[src/rtl/trigger_pkg.sv]
// Shared constants and helpers for the trigger comparator channels.
// Mode encoding matches the cfg_mod field of trigger_compare.
package trigger_pkg;

    localparam logic [1:0] TRG_GE = 2'd0;
    localparam logic [1:0] TRG_LT = 2'd1;
    localparam logic [1:0] TRG_EQ = 2'd2;
    localparam logic [1:0] TRG_NE = 2'd3;

    typedef enum logic [1:0] {
        MODE_GE = TRG_GE,
        MODE_LT = TRG_LT,
        MODE_EQ = TRG_EQ,
        MODE_NE = TRG_NE
    } trg_mode_e;

    function automatic logic trg_cond(
        input logic [1:0] mode,
        input logic       lt,
        input logic       eq
    );
        logic c;
        c = 1'b0;
        unique case (mode)
            TRG_GE: c = !lt;
            TRG_LT: c = lt;
            TRG_EQ: c = eq;
            TRG_NE: c = !eq;
            default: c = 1'b0;
        endcase
        return c;
    endfunction

endpackage

[src/rtl/trigger_compare_channel.sv]
// One comparator channel: stage-1 masked subtract/equal, stage-2 run
// counter with saturating length and level or single-pulse event.
module trigger_compare_channel
    import trigger_pkg::*;
#(
    parameter int SDW = 32,
    parameter int CW  = 16
) (
    input  logic           clk,
    input  logic           rst,
    input  logic           clr,
    input  logic [1:0]     mode,
    input  logic           edg,
    input  logic [SDW-1:0] msk,
    input  logic [SDW-1:0] val,
    input  logic [CW-1:0]  len,
    input  logic           transfer,
    input  logic [SDW-1:0] tdata,
    input  logic           vld1,
    output logic           evt
);

    localparam logic [CW-1:0] ONE = CW'(1);

    logic [SDW-1:0] dat_m;
    logic [SDW:0]   dif;
    logic           lt_q;
    logic           eq_q;
    logic [CW-1:0]  cnt;
    logic [CW-1:0]  cnt_nxt;
    logic [CW-1:0]  len_eff;
    logic           cond;
    logic           hit;
    logic           evt_nxt;

    assign dat_m = tdata & msk;
    assign dif   = {1'b0, dat_m} - {1'b0, val};

    always_ff @(posedge clk) begin
        if (rst || clr) begin
            lt_q <= 1'b0;
            eq_q <= 1'b0;
        end else if (transfer) begin
            lt_q <= dif[SDW];
            eq_q <= (dif == '0);
        end
    end

    assign len_eff = (len == '0) ? ONE : len;
    assign cond    = trg_cond(mode, lt_q, eq_q);

    always_comb begin
        cnt_nxt = cnt;
        if (vld1) begin
            if (!cond)
                cnt_nxt = '0;
            else if (cnt >= len_eff)
                cnt_nxt = len_eff;
            else
                cnt_nxt = cnt + ONE;
        end
    end

    assign hit = (cnt_nxt == len_eff);

    // A pulse fires only when the run crosses into the target length.
    always_comb begin
        evt_nxt = hit;
        if (edg)
            evt_nxt = vld1 && cond && (cnt != len_eff) && hit;
    end

    always_ff @(posedge clk) begin
        if (rst || clr) begin
            cnt <= '0;
            evt <= 1'b0;
        end else begin
            cnt <= cnt_nxt;
            evt <= evt_nxt;
        end
    end

endmodule

[src/rtl/trigger_compare.sv]
// Multi-channel stream comparator feeding per-channel and combined
// events to the trigger sequencer.
module trigger_compare
    import trigger_pkg::*;
#(
    parameter int SDW = 32,
    parameter int CNT = 4,
    parameter int CW  = 16
) (
    input  logic               clk,
    input  logic               rst,
    input  logic               ctl_clr,
    input  logic [2*CNT-1:0]   cfg_mod,
    input  logic [CNT-1:0]     cfg_edg,
    input  logic [SDW*CNT-1:0] cfg_msk,
    input  logic [SDW*CNT-1:0] cfg_val,
    input  logic [CW*CNT-1:0]  cfg_len,
    output logic [CNT-1:0]     sts_evt,
    output logic               sts_any,
    input  logic               sti_transfer,
    input  logic [SDW-1:0]     sti_tdata
);

    logic vld1;

    always_ff @(posedge clk) begin
        if (rst || ctl_clr)
            vld1 <= 1'b0;
        else
            vld1 <= sti_transfer;
    end

    for (genvar c = 0; c < CNT; c++) begin : g_ch
        trigger_compare_channel #(
            .SDW (SDW),
            .CW  (CW)
        ) u_ch (
            .clk      (clk),
            .rst      (rst),
            .clr      (ctl_clr),
            .mode     (cfg_mod[c*2 +: 2]),
            .edg      (cfg_edg[c]),
            .msk      (cfg_msk[c*SDW +: SDW]),
            .val      (cfg_val[c*SDW +: SDW]),
            .len      (cfg_len[c*CW +: CW]),
            .transfer (sti_transfer),
            .tdata    (sti_tdata),
            .vld1     (vld1),
            .evt      (sts_evt[c])
        );
    end

    assign sts_any = |sts_evt;

endmodule

[config.mk]
export PLATFORM = sky130hd
export DESIGN_NAME = trigger_compare
export DESIGN_NICKNAME = d
export VERILOG_FILES = /design/src/rtl/trigger_pkg.sv /design/src/rtl/trigger_compare_channel.sv /design/src/rtl/trigger_compare.sv
export SDC_FILE = /design/constraint.sdc
export NUM_CORES = 1
export LEC_CHECK = 0
export CAP_MARGIN = 20
export CORE_AREA = 2 2 228 230
export CTS_BUF_LIST = sky130_fd_sc_hd__clkbuf_4 sky130_fd_sc_hd__clkbuf_8
export DETAILED_ROUTE_END_ITERATION = 8
export DIE_AREA = 0 0 230 232
export GPL_TIMING_DRIVEN = 0
export PLACE_DENSITY_LB_ADDON = 0.1
export SYNTH_ARGS = -nofsm -noshare
export SYNTH_HDL_FRONTEND = slang
export SYNTH_HIERARCHICAL = 1
export SYNTH_SLANG_ARGS = --single-unit
[constraint.sdc]
create_clock -name clk -period 6.9 [get_ports clk]
set_input_delay 1.38 -clock clk [delete_from_list [all_inputs] [get_ports clk]]
set_output_delay 1.38 -clock clk [all_outputs]
set_load 0.02 [all_outputs]
==> impl_results.md <==
* Via count at 23,100
* Post-place setup slack at 0.852 ns
* Peak supply drop at 0.0891 mV
* Setup Fix Bufs, Post-CTS at 0
* Initial cell density of the core at 35.5%
* Synth-to-Final Area Change at 26.5%
* First DRT Iteration DRCs at 2,382
* Drt pass-1 iters at 6
* Crit start category: input pin
* Routed vias/inst at 6.07
* Most frequent cells in the layout: clkdlybuf4s50_1 (369), a21oi_1 (276), inv_1 (271)
* Die Span X at 230 um
* WL/cell at 23.4 um
* Crit path max fanout at 9
* Die area at 53,400 sq um
* Normalized max-slew margin at 25.4%
* Mean post-synth cell area at 6.59 sq um
* HP Class: register to register
* Clk slew on worst S/H paths at 0.11 ns
* Most common cell after layout, fill and taps aside: clkdlybuf4s50_1
* Final Hold Viols at 0
* Leakage at 9.46 nW
* Final WS setup at 1.14 ns
* Outcome: complete, no violations
* CTS buffer count at 9
* Hold Crit Depth at 2
* Clock latency on the worst-skew pair at 0.43 ns
* Synth Register Bits at 77
* Max-slew violations at 0
* Initial antenna violation count at 15
* Post-layout min period at 5.76 ns
* CTS resizes at 0
* WS Path Type: input pin to register
* Pwr dens at 92.7 nW/um^2
* Nets at 3,688
* Max_cap viols at 0
* Global-route wire length before repair at 133,000 um
* I/O Buffers at 369
* Ys flop type: dfxtp_1
* Longest Clk Path Bufs at 2
* Max frequency at 174 MHz
* EDFF count, synth at 0
* Final wirelength at 89,200 um
* Total core area at 50,900 sq um
* Post-DP HPWL at 74,300 um
* Total track usage at 32.3%
* Syn nets at 3,308
* CP Capture Type: register
* Synth Warn # at 6
* RSZ-0062 raised after global routing: no
* # hold bufs at CTS at 0
* CTS tree: done
* I/O Pins at 373
* Final ANT Viol Nets at 0
* Fin crit share at 83.4%
* Largest net degree at the start of global routing at 16
* H-tree depth at 3
* Vias in the first global route at 22,200
* Worst EP required at 7.19 ns
* Die Ht at 232 um
* Post-layout util at 44.9%
* # clock sinks at 77
* Routability cong. at 0.989
* Synth unique cells at 99
* Finish-stage setup viols at 0
* Grt ovf at 0
* Clock Skew at 0.0194 ns
* # rows at 83
* Cells on worst reg2reg path at 13
* Setup TNS Final at 0 ns
* Post-synthesis sequential area ratio at 8.53%
* WP data arrival at 6.05 ns
* Ratio of cells with drive above 1 in the final layout at 3.94%
* Post-Syn Area at 18,100 sq um
* Post-Syn Instances at 2,740
* Residual DRC count at 0
* Final Instance Count excl. Fillers at 3,810
* Async SR Flop Fraction at 0%
* Cells after DPL at 3,789
* Clock Tree Root: clkbuf_8
* Worst Tran Pin Value at 1.12 ns
## per-stage QoR
stage,total power [mW],area [sq um],hold slack [ns]
after floorplan,1.13,18100,0.445
after global placement,1.65,22600,0.469
after detailed placement,1.65,22600,0.480
after CTS,2.11,22800,0.500
after global routing,2.24,22800,0.510
final,2.12,22900,0.493
## power breakdown
group / switching [mW] / internal [mW] / total, mW
Clock: 0.237 / 0.209 / 0.445
Sequential: 0.00187 / 0.446 / 0.448
Combinational: 0.705 / 0.520 / 1.22
Total: 0.943 / 1.17 / 2.12
## final cells by class
cell class                 count  area (sq um)
timing repair buffer         369          3690
buffer                       115           474
clock inverter                 7           104
clock buffer                   9           124
tap                          680           851
inverter                     273          1020
fill                        5332         28000
multi-input combinational   2275         15000
sequential                    77          1540
antenna                        5          12.5
## kinds of logic (layout without fill, tap and decap cells)
kind of cell,after synthesis,count (layout),share of synthesized area [%]
mux,29,29,1.64
compound gates,927,927,33.4
flops,77,77,8.53
other cells,0,5,0
buf+inv,388,773,8.30
fa+ha+maj,200,200,14.0
xor+xnor,78,78,3.78
simple gates,1041,1041,30.3
## path summary, 6_finish.rpt
kind	startpoint	to	slack [ns]
setup / recovery	cfg_len[24]	g_ch[1].u_ch/evt	1.14
hold / removal	g_ch[2].u_ch/eq_q	g_ch[2].u_ch/eq_q	0.49
setup reg to reg	g_ch[1].u_ch/cnt[0]	g_ch[1].u_ch/evt	3.05
hold reg to reg	g_ch[2].u_ch/eq_q	g_ch[2].u_ch/eq_q	0.49
## Yosys cell counts, types with 22 or more instances
cell type,instances,share of area [%]
a21o_1,59,2.5
a21oi_1,276,7.6
a22oi_1,26,1.1
a31oi_1,37,1.3
and2_1,137,4.7
and3_1,43,1.5
buf_2,34,0.94
clkbuf_1,71,1.5
dfxtp_1,77,8.5
ha_1,196,14
inv_1,271,5.6
mux2i_1,24,1.3
nand2_1,239,5.0
nand2b_1,35,1.2
nand3_1,78,2.2
nand4_1,67,2.3
nor2_1,197,4.1
nor2b_1,25,0.87
nor3_1,69,1.9
nor4_1,35,1.2
o211ai_1,38,1.6
o21a_1,26,1.1
o21ai_0,188,5.2
o31ai_1,22,0.91
xnor2_1,54,2.6
xor2_1,24,1.2
## metal layers
layer / wire [um] / global-route usage [%]
met5: 54 / 0
met4: 3400 / 12.6
met3: 6570 / 4.41
met2: 41800 / 55.2
met1: 37300 / 40.9
## critical path, stage by stage
cell,delay (ns)
clkdlybuf4s50_1,0.63
inv_1,0.13
nand4_1,0.12
nor3_1,0.06
a31oi_1,0.47
inv_1,0.21
ha_1,0.33
nand2b_1,0.15
a21o_1,0.17
a21o_1,0.17
a21oi_1,0.28
o221a_2,0.28
clkbuf_1,0.34
nand2_1,0.37
o21ai_0,0.38
a221oi_1,0.14
a31oi_1,0.32
a2111oi_2,0.11
## flip-flops by register name, summed over array words and instances, names as in the netlist
register and count:
g_ch.u_ch/evt 4, g_ch.u_ch/lt_q 4, vld1 1, g_ch.u_ch/cnt 64
g_ch.u_ch/eq_q 4
No activity file was read; power rests on OpenSTA's default activity.
